--- config.mk ---
export PLATFORM = sky130hd
export DESIGN_NAME = fios_result_collector_flat
export DESIGN_NICKNAME = d
export VERILOG_FILES = /design/src/rtl/fios_pkg.sv /design/src/rtl/fios_result_collector_if.sv /design/src/rtl/fios_word_sub.sv /design/src/rtl/fios_result_collector.sv /design/src/flat_wrapper.sv
export SDC_FILE = /design/constraint.sdc
export NUM_CORES = 1
export LEC_CHECK = 0
export BUFFER_PORTS_ARGS = -buffer_cell sky130_fd_sc_hd__buf_4
export CAP_MARGIN = 20
export CORE_MARGIN = 2
export CORE_UTILIZATION = 25
export CTS_BUF_LIST = sky130_fd_sc_hd__clkbuf_16
export DETAILED_ROUTE_END_ITERATION = 10
export PLACE_DENSITY = 0.55
export SLEW_MARGIN = 5
export SYNTH_ARGS = -nofsm -noshare
export SYNTH_HDL_FRONTEND = slang
export SYNTH_SLANG_ARGS = --single-unit
--- constraint.sdc ---
create_clock -name clock_i -period 5 [get_ports clock_i]
set_clock_uncertainty 0.05 [all_clocks]
set_input_delay 1 -clock clock_i [delete_from_list [all_inputs] [get_ports clock_i]]
set_output_delay 1 -clock clock_i [all_outputs]
set_load 0.01 [all_outputs]
--- src/rtl/fios_pkg.sv ---
// Shared types and helpers for the FIOS result collector and related word-serial blocks.
package fios_pkg;

  typedef enum logic [1:0] {IDLE, COLLECT, SUB, DONE} collector_state_t;

  function automatic int clog2(input int n);
    int r;
    r = 0;
    while ((1 << r) < n) r++;
    return r;
  endfunction

  // Word-index counter width; never zero so s==1 still gets a real register.
  function automatic int cnt_width(input int n);
    return (clog2(n) < 1) ? 1 : clog2(n);
  endfunction

endpackage

--- src/rtl/fios_result_collector_if.sv ---
// Result-stream / modulus input and reduced-result handshake of the collector.
interface fios_result_collector_if #(
  parameter int WORD_WIDTH = 17,
  parameter int s          = 8
);
  logic                    res_valid_i;
  logic [WORD_WIDTH-1:0]   res_word_i;
  logic [s*WORD_WIDTH-1:0] p_i;
  logic [s*WORD_WIDTH-1:0] result_o;
  logic                    result_valid_o;
  logic                    result_ready_i;
  logic                    reduced_o;

  modport master (
    output res_valid_i, res_word_i, p_i, result_ready_i,
    input  result_o, result_valid_o, reduced_o
  );
  modport slave (
    input  res_valid_i, res_word_i, p_i, result_ready_i,
    output result_o, result_valid_o, reduced_o
  );
endinterface

--- src/rtl/fios_word_sub.sv ---
// One word of a borrow-chained subtraction: {borrow_out, diff} = a - b - borrow_in.
module fios_word_sub #(
  parameter int WORD_WIDTH = 17
) (
  input  logic [WORD_WIDTH-1:0] a,
  input  logic [WORD_WIDTH-1:0] b,
  input  logic                  borrow_in,
  output logic [WORD_WIDTH-1:0] diff,
  output logic                  borrow_out
);
  logic [WORD_WIDTH:0] full;

  assign full       = {1'b0, a} - {1'b0, b} - {{WORD_WIDTH{1'b0}}, borrow_in};
  assign diff       = full[WORD_WIDTH-1:0];
  assign borrow_out = full[WORD_WIDTH];
endmodule

--- src/rtl/fios_result_collector.sv ---
// Collects the LSW-first multiplier result, applies the final conditional
// subtraction of p word-serially, and hands the reduced product out on valid/ready.
module fios_result_collector
  import fios_pkg::*;
#(
  parameter int WORD_WIDTH = 17,
  parameter int s          = 8
) (
  input  logic                    clock_i,
  input  logic                    reset_i,
  fios_result_collector_if.slave  bus,
  output logic                    busy_o,
  output logic                    overflow_o
);
  localparam int CW = cnt_width(s);
  localparam logic [CW-1:0] LAST = CW'(s - 1);

  collector_state_t state_q, state_d;
  logic [s-1:0][WORD_WIDTH-1:0] r_q, r_d, d_q, d_d, p_w;
  logic [CW-1:0]                cnt_q, cnt_d;
  logic                         borrow_q, borrow_d;
  logic [s*WORD_WIDTH-1:0]      result_q, result_d;
  logic                         reduced_q, reduced_d;
  logic                         overflow_q, overflow_d;

  logic                  last, hs, accept;
  logic [WORD_WIDTH-1:0] diff;
  logic                  b_out;

  assign p_w    = bus.p_i;
  assign last   = (cnt_q == LAST);
  assign hs     = (state_q == DONE) && bus.result_ready_i;
  // A new word 0 may ride in on the very cycle the previous result is taken.
  assign accept = bus.res_valid_i && ((state_q == IDLE) || hs);

  fios_word_sub #(.WORD_WIDTH(WORD_WIDTH)) u_sub (
    .a          (r_q[cnt_q]),
    .b          (p_w[cnt_q]),
    .borrow_in  (borrow_q),
    .diff       (diff),
    .borrow_out (b_out)
  );

  always_ff @(posedge clock_i) begin
    if (reset_i) begin
      state_q    <= IDLE;
      r_q        <= '0;
      d_q        <= '0;
      cnt_q      <= '0;
      borrow_q   <= 1'b0;
      result_q   <= '0;
      reduced_q  <= 1'b0;
      overflow_q <= 1'b0;
    end else begin
      state_q    <= state_d;
      r_q        <= r_d;
      d_q        <= d_d;
      cnt_q      <= cnt_d;
      borrow_q   <= borrow_d;
      result_q   <= result_d;
      reduced_q  <= reduced_d;
      overflow_q <= overflow_d;
    end
  end

  always_comb begin
    state_d = state_q;
    case (state_q)
      IDLE:    if (bus.res_valid_i) state_d = (s == 1) ? SUB : COLLECT;
      COLLECT: if (bus.res_valid_i && last) state_d = SUB;
      SUB:     if (last) state_d = DONE;
      DONE:    if (hs) state_d = bus.res_valid_i ? ((s == 1) ? SUB : COLLECT) : IDLE;
      default: state_d = IDLE;
    endcase
  end

  always_comb begin
    r_d        = r_q;
    d_d        = d_q;
    cnt_d      = cnt_q;
    borrow_d   = borrow_q;
    result_d   = result_q;
    reduced_d  = reduced_q;
    overflow_d = overflow_q | (bus.res_valid_i &&
                 ((state_q == SUB) || ((state_q == DONE) && !bus.result_ready_i)));
    if (accept) begin
      r_d[0]   = bus.res_word_i;
      cnt_d    = (s == 1) ? '0 : CW'(1);
      borrow_d = 1'b0;
    end else if (state_q == COLLECT && bus.res_valid_i) begin
      r_d[cnt_q] = bus.res_word_i;
      cnt_d      = last ? '0 : cnt_q + CW'(1);
      borrow_d   = 1'b0;
    end else if (state_q == SUB) begin
      d_d[cnt_q] = diff;
      borrow_d   = b_out;
      cnt_d      = last ? '0 : cnt_q + CW'(1);
      // Final borrow set means R < p, so the unreduced value is already the answer.
      if (last) begin
        result_d  = b_out ? r_q : d_d;
        reduced_d = !b_out;
      end
    end
  end

  always_comb begin
    bus.result_o       = result_q;
    bus.result_valid_o = (state_q == DONE);
    bus.reduced_o      = reduced_q;
    busy_o             = (state_q != IDLE);
    overflow_o         = overflow_q;
  end

endmodule

--- src/flat_wrapper.sv ---
// flat-port wrapper written by rule: the top's interface ports become plain ports
module fios_result_collector_flat import fios_pkg::*;
#(
  parameter int WORD_WIDTH = 17,
  parameter int s          = 8
)
  (clock_i, reset_i, busy_o, overflow_o, bus_res_valid_i, bus_res_word_i, bus_p_i, bus_result_ready_i, bus_result_o, bus_result_valid_o, bus_reduced_o);
  fios_result_collector_if #(.WORD_WIDTH(WORD_WIDTH), .s(s)) bus_i ();
  input  logic clock_i;
  input  logic reset_i;
  output logic busy_o;
  output logic overflow_o;
  input wire logic [$bits(bus_i.res_valid_i)-1:0] bus_res_valid_i;
  input wire logic [$bits(bus_i.res_word_i)-1:0] bus_res_word_i;
  input wire logic [$bits(bus_i.p_i)-1:0] bus_p_i;
  input wire logic [$bits(bus_i.result_ready_i)-1:0] bus_result_ready_i;
  output wire logic [$bits(bus_i.result_o)-1:0] bus_result_o;
  output wire logic [$bits(bus_i.result_valid_o)-1:0] bus_result_valid_o;
  output wire logic [$bits(bus_i.reduced_o)-1:0] bus_reduced_o;
  assign bus_i.res_valid_i = bus_res_valid_i;
  assign bus_i.res_word_i = bus_res_word_i;
  assign bus_i.p_i = bus_p_i;
  assign bus_i.result_ready_i = bus_result_ready_i;
  assign bus_result_o = bus_i.result_o;
  assign bus_result_valid_o = bus_i.result_valid_o;
  assign bus_reduced_o = bus_i.reduced_o;
  fios_result_collector #(.WORD_WIDTH(WORD_WIDTH), .s(s)) u_core (.clock_i(clock_i), .reset_i(reset_i), .bus(bus_i), .busy_o(busy_o), .overflow_o(overflow_o));
endmodule
* Word-level counts from Yosys, hierarchy flattened
Cells that the tools add are included.
** Operators by class
- Add/subtract/negate cells :: 3
- Magnitude comparators :: 2
- Eq/ne operators :: 8
- Muxes and demuxes :: 21
- Bitwise operators :: 3
- Reduce and logical (&&, ||, !) cells :: 22
** Operator list (count)
- $bwmux W136 :: 2
- $mux W136 :: 1
- $bmux W17 S3 :: 2
- $mux W17 :: 5
- $demux W17 S3 :: 1
- $sub A17 B17 Y18 :: 1
- $sub A18 B1 Y18 :: 1
- $mux W3 :: 3
- $mux W2 :: 4
- $pmux W2 S4 :: 1
- $reduce_and A4 Y1 :: 2
- $logic_and A1 B1 Y1 :: 7
- $ne A2 B1 Y1 const B :: 3
- $reduce_bool A2 Y1 :: 3
- $eq A2 B2 Y1 const B :: 2
- $lt A3 B4 Y1 const B :: 1
- $add A3 B1 Y3 const B :: 1
- $eq A3 B3 Y1 const B :: 1
- $ge A3 B1 Y1 const B :: 1
- $reduce_and A3 Y1 :: 1
- $reduce_bool A3 Y1 :: 1
- $reduce_or A3 Y1 :: 1
- $eq A2 B1 Y1 const B :: 1
- $logic_not A1 Y1 :: 2
- 8 further kinds :: 11
** Word-level totals
- Register bits :: 416
- Input bits :: 157
- Output and inout bits :: 140

* Longest topological paths before layout
Gate-level depths: netlist of the first run.
- Word-level depth :: 7
- Gate-level depth with buffers :: 23

* Cells and area by module
From an unflattened synthesis of the first run, not the netlist that was laid out.
** Unflattened totals
- Cells, all modules :: 2657
- Area, all modules :: 20987.6 µm²
** Modules (own cells, without submodules)
- fios_result_collector :: instances 1, cells an instance 2485, area an instance 19746.4 µm², seq. area each 8328.0 µm²
- fios_word_sub :: instances 1, cells an instance 172, area an instance 1241.2 µm², seq. area each 0.0 µm²

* Least setup slack after synthesis of the first run
No wires, ideal clock.
- Path type :: register to register
- Start point :: reg u_core.cnt_q[0]
- End point :: reg u_core.result_q[84], in the netlist u_core.bus.result_o[84]
- Library setup time :: 0.122 ns
- Arrival time :: 4.808 ns
- Path slack :: 0.020 ns
- Cell stages (with the launch flop) :: 20
- Path buffers :: 6
- Cells stage by stage :: dfxtp_1 > buf_4 > clkbuf_1 > and2_1 > clkbuf_1 > clkbuf_1 > a22oi_1 > and4_1 > fa_1 > fa_1 > a21boi_0 > o221ai_1 > a21oi_1 > o221ai_2 > and3_1 > or4_1 > buf_2 > buf_6 > a211oi_1 > o21ai_1
** On the way
- Longest elaborated chain between the ends :: 6
** RTL lines
- from (decl) :: RTL line fios_result_collector.sv:20 : logic [CW-1:0] cnt_q, cnt_d;
- from (signal assigned) :: RTL line fios_result_collector.sv:58 : cnt_q <= cnt_d;
- $bmux W17 S3, or another cell as far along :: RTL line fios_result_collector.sv:37 : .a (r_q[cnt_q]),
- $mux W17 (implied by the code), or another cell as far along :: RTL line fios_result_collector.sv:37
- $sub A17 B17 Y18 / $mux W17 (equally long branches) :: RTL line fios_word_sub.sv:13, fios_result_collector.sv:95
- $sub A18 B1 Y18 / $demux W17 S3 (equally long branches)
- $bwmux W136 :: RTL line fios_result_collector.sv:95 : d_d[cnt_q] = diff;
- $mux W136 :: RTL line fios_result_collector.sv:100 : result_d = b_out ? r_q : d_d;
- to (signal assigned) :: RTL line fios_result_collector.sv:60 : result_q <= result_d;
- to (decl) :: RTL line fios_result_collector.sv:22 : logic [s*WORD_WIDTH-1:0] result_q, result_d;
Several ways; a longest one is shown, not always the timed one. The select of a mux whose other input is x is not followed.
A chain may end at the register's enable or synchronous reset.

* Final worst setup path of the first run
- Start point :: reg u_core.cnt_q[2]
- End point :: reg u_core.result_q[1], in the netlist u_core.bus.result_o[1]
Same word-level chain as after synthesis.

==> results of run 1 <==
[tightest hold or removal path: cells and delay by family, from the launching register on]
| family | cells | cell delay, ns |
|---|---|---|
| compound gates | 1 | 0.05 |
| flops | 1 | 0.31 |
| simple gates | 1 | 0.05 |
[power breakdown]
part	internal (W)	total (W)	switching, W
Sequential	0.00340	0.00349	0.0000864
Clock	0.00191	0.00344	0.00153
Combinational	0.00287	0.00913	0.00627
[cell usage after synthesis, types with 11 or more instances]
cell / instances
nor3_1: 20
mux2i_1: 80
o311ai_0: 20
nand4_1: 20
o21ai_0: 89
o31ai_1: 40
a22oi_1: 123
o311ai_1: 12
buf_2: 23
nor2_1: 176
nand2_1: 613
nor2b_1: 14
and4_1: 11
ha_1: 37
inv_1: 37
nand3b_1: 42
and2_1: 31
a21oi_1: 250
a211oi_1: 65
nand4b_1: 32
and3_1: 18
dfxtp_1: 416
nor4_1: 17
clkbuf_1: 201
a2111oi_0: 17
nand3_1: 30
[registers in the layout, summed over array words and instances, names as in the netlist]
signal                cells
u_core.bus.result_o     136
u_core.r_q              136
u_core.bus.reduced_o      1
u_core.state_q            2
u_core.borrow_q           1
u_core.cnt_q              3
u_core.overflow_o         1
u_core.d_q              136
[placed cells by master (no fill, tap or decap), types with 37 or more instances in the layout]
| master | Yosys | layout |
|---|---|---|
| a211oi_1 | 65 | 65 |
| a21oi_1 | 250 | 250 |
| a22oi_1 | 123 | 123 |
| buf_4 | 4 | 402 |
| clkbuf_16 | 0 | 46 |
| dfxtp_1 | 416 | 415 |
| ha_1 | 37 | 37 |
| inv_1 | 37 | 44 |
| mux2i_1 | 80 | 80 |
| nand2_1 | 613 | 610 |
| nand3b_1 | 42 | 42 |
| nor2_1 | 176 | 173 |
| o21ai_0 | 89 | 89 |
| o31ai_1 | 40 | 40 |
[per-layer routing]
metal  track usage  wire length [µm]  vias to the layer above  part of all wire
met5             0                11                        -           0.00012
met4        0.0980              4710                        2             0.051
met3        0.0451              8000                      234             0.086
met2         0.346             42200                     1036              0.46
met1         0.278             37700                     9643              0.41
li1              -                 -                     9350                 -
[how the worst max path moves through the flow]
stage	startpoint	to	depth (start not counted)
2_1_floorplan	u_core.cnt_q[0]$_SDFFE_PP0P_	u_core.bus.result_o[84]$_SDFFE_PP0P_	19
3_3_place_gp	bus_p_i[34]	u_core.bus.result_o[118]$_SDFFE_PP0P_	14
3_5_place_dp	u_core.cnt_q[2]$_SDFFE_PP0P_	u_core.bus.result_o[135]$_SDFFE_PP0P_	16
4_1_cts	u_core.cnt_q[2]$_SDFFE_PP0P_	u_core.bus.result_o[135]$_SDFFE_PP0P_	16
5_1_grt	u_core.cnt_q[2]$_SDFFE_PP0P_	u_core.bus.result_o[1]$_SDFFE_PP0P_	23
6_report	u_core.cnt_q[2]$_SDFFE_PP0P_	u_core.bus.result_o[1]$_SDFFE_PP0P_	19
[cells by family after synthesis]
| family | count (synthesis) |
|---|---|
| muxes | 82 |
| buffers and inverters | 276 |
| xor gates and xnor gates | 18 |
| adders and majority gates | 39 |
| DFF | 416 |
| and+or+nand+nor | 1041 |
| AOI/OAI and AO/OA | 668 |
[through the flow]
step / instances / total power [W] / instance area [µm²]
floorplan: 2540 / 0.00896 / 19900
global placement: 3762 / 0.0124 / 23500
detailed placement: 3763 / 0.0124 / 23600
CTS: 3848 / 0.0158 / 25100
global route: 3855 / 0.0167 / 25200
finish: 3855 / 0.0161 / 25200
[cell type report]
type	count	area [µm²]	share of cell area
clock inverter	39	347	0.0138
clock buffer	46	1150	0.0457
multi-input combinational	1849	10500	0.419
tap	1050	1310	0.0522
timing repair buffer	418	3350	0.133
sequential	416	8330	0.331
inverter	37	139	0.00552
[timing repair]
item | in CTS | in global routing
buffers inserted | 0 | 5
resized for setup | 0 | 10
setup endpoints to repair | 0 | 76
==> reports/metrics.yaml, run 1 <==
grt-ovfl-total: 0
htree_levels: 2
grt_setup_unrepaired: "false"
min_period_over_period: 0.971
r2r-end: "u_core.bus.result_o[1]$_SDFFE_PP0P_"
core_um2: 78900
post-place-ws_ns: 0.148
avgSynthCellArea_um2: 7.82
peakVddDrop_uv: 875
ys.flop_type: "dfxtp_1"
synth.distinct_cells: 64
seq_area_frac_synth: 0.419
synth_area_leaders: "dfxtp_1 (42%), nand2_1 (12%), a21oi_1 (6.3%)"
yosysWarnings: 0
syn_nets: 2736
fillCellCount: 8461
async_flop_share: 0
drt_iter0_drc: 2541
drc: 0
insertion_delay_ns: 0.61
wl_per_cell_um: 24.0
p_per_area_nw_per_um2: 638
start_util: 0.252
arrival_ns: 5.26
cts_sinks: 416
rrSetupSlack_ns: 0.14
place_congestion: 0.959
hold-worst-slack_ns: 0.401
syn-cell-area_um2: 19900
fmax_mhz: 206
drive_above_1_share: 0.188
yosys.area.top_type: "dfxtp_1"
synth_top_area_frac: 0.419
grt_pass1_wl_um: 132000
synth_top_family_by_area: "simple AND/OR/NAND/NOR gates"
antenna_found_initial: 2
dieArea_um2: 81700
synth_xor_area_frac: 0.00926
die_h_um: 286
ctsLongestPathBuffers: 3
hold_start: "u_core.bus.result_o[31]$_SDFFE_PP0P_"
synth-seq-cells: 416
die_x_um: 286
finalSetupViolations: 0
cts_hold_buf: 0
fin_ws_ns: 0.143
status: "finished clean"
antenna_left: 0
leakagePower_nw: 9.10
clk_pin_slew_worst_paths_ns: 0.06
max_cap_viol_count: 0
tns_ns: 0
hold_violations: 0
synth_edf_count: 0
port_buffers: 296
synth_fa_ha_area_frac: 0.0253
path_class: "flip-flop to flip-flop"
path_delay_family: "simple AND/OR/NAND/NOR gates"
synthCells: 2540
tritoncts: "done"
routed_wl_um: 92600
reg2regPathDepth: 19
rows: 103
cp-start-kind: "flip-flop"
final_nets: 2964
cpMostUsedCell: "buf_4"
synth.mux.area_fraction: 0.0415
cts_inserted_buffers: 46
synth_compound_area_frac: 0.215
hold_depth: 2
end_kind: "flip-flop"
r2r-start: "u_core.cnt_q[2]$_SDFFE_PP0P_"
min_period_ns: 4.86
grt_pass1_vias: 18986
crit_fanout: 30
drtPass1Iterations: 6
routed-via-count: 20265
cpPeakStageDelay_ns: 0.56
clock-root-buffer: "clkbuf_16"
slew_headroom: 0.154
dpl.hpwl_um: 64000
crit_chain: "buf_4 -> nor2b_4 -> and2_2 -> buf_4 -> a22oi_1 -> and3_1 -> ha_1 -> inv_1 -> ha_1 -> nand3_1 -> or4_4 -> a21oi_4 -> a211oi_4 -> buf_4 -> xor2_4 -> buf_12 -> buf_12 -> a2111oi_0 -> nor4_1"
slowest_stage: "a22oi_1"
synthSimpleGateAreaFrac: 0.234
grt_max_degree: 83
hp-class: "flip-flop to flip-flop"
cp_num_buf_inv: 6
io_pins: 297
worst_slew_pin_slew_ns: 1.27
crit_required_ns: 5.41
n_antenna_cell: 0
slew_viol_final: 0
grt_usage: 0.216
via_per_inst: 5.26
fin_util: 0.319
synthToLayoutAreaGrowth_pct: 26.7
hold_path_end: "u_core.bus.result_o[31]$_SDFFE_PP0P_"
Power figures use the tool's default switching activity.
==> run 2, diff against run 1 <==
- BUFFER_PORTS_ARGS: -buffer_cell sky130_fd_sc_hd__buf_4 -> -buffer_cell sky130_fd_sc_hd__buf_2
==> reports/metrics.yaml, run 2 (synthesized netlist as in run 1, its figures left out) <==
cts_hold_buf: 0  # unchanged
cts_sinks: 416  # unchanged
place_congestion: 0.929  # -3.1%
dpl.hpwl_um: 62400  # -2.5%
start_util: 0.252  # unchanged
grt_pass1_wl_um: 129000  # -2.5%
hp-class: "flip-flop to flip-flop"
cts_inserted_buffers: 45  # -2.2%
leakagePower_nw: 9.00  # -1.1%
slew_viol_final: 0  # unchanged
peakVddDrop_uv: 939  # +7.3%
grt_setup_unrepaired: "false"
antenna_left: 0  # unchanged
die_h_um: 286  # unchanged
crit_required_ns: 5.45  # +0.04 ns
grt_max_degree: 180  # +120%
grt-ovfl-total: 0  # unchanged
min_period_over_period: 0.952  # -0.0195
drc: 0  # unchanged
cp-start-kind: "flip-flop"
drt_iter0_drc: 2038  # -20%
hold_violations: 0  # unchanged
rows: 103  # unchanged
layout_commonest_cell: "nand2_1"
die_x_um: 286  # unchanged
antenna_found_initial: 4  # +2
crit_fanout: 43  # +43%
grt_pass1_vias: 18506  # -2.5%
routed-via-count: 20086  # -0.88%
slew_headroom: 0.184  # +0.0294
grt_usage: 0.211  # -0.00507
drtPass1Iterations: 6  # unchanged
htree_levels: 2  # unchanged
via_per_inst: 5.22  # -0.75%
ctsLongestPathBuffers: 3  # unchanged
drive_above_1_share: 0.183  # -0.00460
path_class: "flip-flop to flip-flop"
max_cap_viol_count: 0  # unchanged
final_nets: 2959  # -0.17%
fmax_mhz: 210  # +2.0%
port_buffers: 296  # unchanged
end_kind: "flip-flop"
clk_pin_slew_worst_paths_ns: 0.06  # about the same
min_period_ns: 4.76  # -0.0976 ns
dp.cells: 3757  # -0.16%
routed_wl_um: 90100  # -2.6%
tns_ns: 0  # unchanged
rrSetupSlack_ns: 0.24  # +0.10 ns
wl_per_cell_um: 23.4  # -2.5%
arrival_ns: 5.21  # -0.05 ns
io_pins: 297  # unchanged
core_um2: 78900  # unchanged
worst_slew_pin_slew_ns: 1.22  # -0.0441 ns
p_per_area_nw_per_um2: 666  # +4.4%
insertion_delay_ns: 0.61  # about the same
tritoncts: "done"
mostFrequentLayoutCells: "nand2_1 (611), dfxtp_1 (415), buf_2 (295)"
status: "finished clean"
clock-root-buffer: "clkbuf_16"
final_cells: 3850  # -0.13%
finalSetupViolations: 0  # unchanged
dieArea_um2: 81700  # unchanged
synthToLayoutAreaGrowth_pct: 23.3
## run 2: changes by cell type in the layout (fill, tap and decap cells not counted), sizes merged
cell and delta:
buf -4, bufinv +2, clkbuf +2, clkinv -5, clkinvlp -2, diode +1
inv +2, nor2b -1
## run 2: routing by layer
metal  track usage  share of wire
met4        0.0962          0.045
met3        0.0531          0.091
met5             0        0.00022
met1         0.269           0.41
met2         0.334           0.46
## run 2: final cells by class
cell class | count | area [µm²]
fill | 8550 | 54400
multi-input combinational | 1848 | 10500
sequential | 416 | 8330
timing repair buffer | 415 | 2680
tap | 1050 | 1310
clock buffer | 47 | 1180
clock inverter | 36 | 340
inverter | 37 | 139
antenna | 1 | 2.50
## run 2: worst max-delay path, stage by stage (launching register included)
cell and delay (ns):
dfxtp_1 0.35, buf_4 0.17, and3_2 0.25, buf_4 0.22, a22o_1 0.27, a221oi_1 0.21
and3_2 0.32, ha_1 0.25, inv_1 0.06, ha_1 0.28, a21o_1 0.18, a31oi_1 0.22
a21oi_1 0.17, a211oi_4 0.37, buf_4 0.20, xor2_4 0.31, clkbuf_16 0.33, a2111oi_0 0.11
nor4_1 0.30
## run 2: path summary, 6_finish.rpt
check | from | end | cells past startpoint
worst max-delay path | u_core.cnt_q[1]$_SDFFE_PP0P_ | u_core.bus.result_o[103]$_SDFFE_PP0P_ | 18
worst min-delay path | u_core.bus.result_o[112]$_SDFFE_PP0P_ | u_core.bus.result_o[112]$_SDFFE_PP0P_ | 2
worst max register to register | u_core.cnt_q[1]$_SDFFE_PP0P_ | u_core.bus.result_o[103]$_SDFFE_PP0P_ | 18
worst min register to register | u_core.bus.result_o[112]$_SDFFE_PP0P_ | u_core.bus.result_o[112]$_SDFFE_PP0P_ | 2
## run 2: what timing repair did
action / in CTS / in global routing
setup buffers: 0 / 4
endpoints found under the setup margin: 0 / 41
resized for setup: 0 / 8
## run 2: power breakdown
group | internal (W) | leakage (nW) | total [W] | switching, W
clock network | 0.00202 | 0.777 | 0.00349 | 0.00148
logic | 0.00304 | 4.87 | 0.00935 | 0.00631
registers | 0.00340 | 3.35 | 0.00348 | 0.0000766
total | 0.00846 | 9.00 | 0.0163 | 0.00786
## run 2: per-stage QoR
stage	setup WS [ns]	power, W	utilization	instance area (µm²)	hold slack [ns]
floorplan	0.0202	0.00896	-	19900	0.377
global placement	0.151	0.0124	0.289	22800	0.380
detailed placement	0.0706	0.0123	0.289	22800	0.389
CTS	0.0810	0.0158	0.308	24300	0.398
global route	0.0224	0.0170	0.311	24500	0.416
finish	0.241	0.0163	0.311	24500	0.398
==> run 3, diff against run 2 <==
- CTS_BUF_LIST: sky130_fd_sc_hd__clkbuf_16 -> sky130_fd_sc_hd__clkbuf_4 sky130_fd_sc_hd__clkbuf_8 sky130_fd_sc_hd__clkbuf_16
==> reports/metrics.yaml, run 3 (synthesized netlist as in run 1, its figures left out) <==
status: "finished clean"
hold_depth: 2  # unchanged
end_kind: "flip-flop"
worst_slew_pin_slew_ns: 1.20  # -0.0207 ns
p_per_area_nw_per_um2: 675  # +1.2%
fmax_mhz: 209  # -0.51%
arrival_ns: 5.21  # about the same
die_x_um: 286  # unchanged
antenna_found_initial: 4  # unchanged
crit_required_ns: 5.43  # -0.02 ns
via_per_inst: 5.19  # -0.45%
final_nets: 2961  # +0.068%
layout_commonest_cell: "nand2_1"
slew_viol_final: 0  # unchanged
clock-root-buffer: "clkbuf_16"
routed_wl_um: 90000  # -0.19%
die_h_um: 286  # unchanged
drtPass1Iterations: 6  # unchanged
cp-start-kind: "flip-flop"
grt_pass1_vias: 18516  # +0.054%
leakagePower_nw: 9.06  # +0.69%
grt_pass1_wl_um: 129000  # about the same
grt_usage: 0.211  # about the same
ctsLongestPathBuffers: 3  # unchanged
path_class: "flip-flop to flip-flop"
drt_iter0_drc: 2179  # +6.9%
grt-ovfl-total: 0  # unchanged
tns_ns: 0  # unchanged
fillCellCount: 8531  # -0.22%
place_congestion: 0.929  # unchanged
grt_setup_unrepaired: "false"
finalSetupViolations: 0  # unchanged
dieArea_um2: 81700  # unchanged
drive_above_1_share: 0.191  # +0.00808
cts_hold_buf: 0  # unchanged
hold-worst-slack_ns: 0.398  # -0.000145 ns
htree_levels: 2  # unchanged
tritoncts: "done"
grt_max_degree: 180  # unchanged
cts_inserted_buffers: 45  # unchanged
min_period_ns: 4.78  # +0.0243 ns
peakVddDrop_uv: 805  # -14%
wl_per_cell_um: 23.4  # -0.24%
antenna_left: 0  # unchanged
min_period_over_period: 0.957  # +0.00486
insertion_delay_ns: 0.61  # about the same
core_um2: 78900  # unchanged
slew_headroom: 0.197  # +0.0138
hold_violations: 0  # unchanged
io_pins: 297  # unchanged
reg2regPathDepth: 18  # unchanged
dpl.hpwl_um: 62400  # unchanged
clk_pin_slew_worst_paths_ns: 0.06  # about the same
start_util: 0.252  # unchanged
mostFrequentLayoutCells: "nand2_1 (611), dfxtp_1 (415), buf_2 (295)"
crit_fanout: 22  # -49%
drc: 0  # unchanged
hp-class: "flip-flop to flip-flop"
cts_sinks: 416  # unchanged
port_buffers: 296  # unchanged
routed-via-count: 20007  # -0.39%
rows: 103  # unchanged
fin_util: 0.313  # +0.00205
max_cap_viol_count: 0  # unchanged
synthToLayoutAreaGrowth_pct: 24.2
run 3: cell count changes in the layout (fill, tap and decap cells not counted):
cell,delta
clkbuf_8,+10
a211oi_1,-1
clkbuf_4,+10
inv_1,-10
a211oi_2,+1
buf_4,+1
clkinv_1,-10
buf_6,+1
run 3: area by class of cell:
class	count	area, µm²	area share
multi-input cells	1848	10500	0.427
flip-flops and latches	416	8330	0.338
repair buffers	417	2700	0.109
clock buffers	67	1390	0.0563
well taps	1050	1310	0.0533
clock inverters	16	265	0.0108
inverters	37	139	0.00563
diodes	1	2.50	0.000101
run 3: final timing paths:
kind | startpoint | end | slack, ns
worst min-delay path | u_core.bus.result_o[112]$_SDFFE_PP0P_ | u_core.bus.result_o[112]$_SDFFE_PP0P_ | 0.40
worst max-delay path | u_core.cnt_q[1]$_SDFFE_PP0P_ | u_core.bus.result_o[35]$_SDFFE_PP0P_ | 0.22
worst max register to register | u_core.cnt_q[1]$_SDFFE_PP0P_ | u_core.bus.result_o[35]$_SDFFE_PP0P_ | 0.22
worst min register to register | u_core.bus.result_o[112]$_SDFFE_PP0P_ | u_core.bus.result_o[112]$_SDFFE_PP0P_ | 0.40
run 3: what timing repair did:
action	4_1_cts	5_1_grt
buffers inserted	0	5
gates resized for setup	0	9
setup endpoints to repair	0	42
run 3: critical path, stage by stage, from the launching register on:
cell       delay, ns
dfxtp_1         0.34
buf_4           0.17
and3_2          0.24
buf_4           0.22
a22o_1          0.27
a221oi_1        0.21
and3_2          0.31
ha_1            0.25
inv_1           0.05
ha_1            0.28
a21o_1          0.18
a31oi_1         0.22
a21oi_1         0.17
a211oi_4        0.37
buf_4           0.20
xor2_4          0.33
clkbuf_16       0.30
a2111oi_0       0.09
nor4_1          0.36
run 3: per-stage QoR:
step | instances | area (µm²) | total power, W | worst slack (ns)
global placement | 3756 | 22800 | 0.0124 | 0.151
CTS | 3840 | 24500 | 0.0161 | 0.0802
detailed placement | 3757 | 22800 | 0.0123 | 0.0706
floorplan | 2540 | 19900 | 0.00896 | 0.0202
finish | 3852 | 24700 | 0.0166 | 0.217
global route | 3852 | 24700 | 0.0174 | 0.00415
run 3: report_power, final:
group | total, W | switching, W | internal, W | leakage (nW)
Combinational | 0.00943 | 0.00633 | 0.00310 | 4.89
Sequential | 0.00348 | 0.0000761 | 0.00340 | 3.35
Clock | 0.00373 | 0.00148 | 0.00224 | 0.826
run 3: routing by layer:
layer  up-vias  wire, µm  GRT usage
li1       9367         -          -
met1      9563     36700      0.269
met2       884     41300      0.335
met3       189      8030     0.0539
met4         4      3920     0.0919
met5         -        22          0
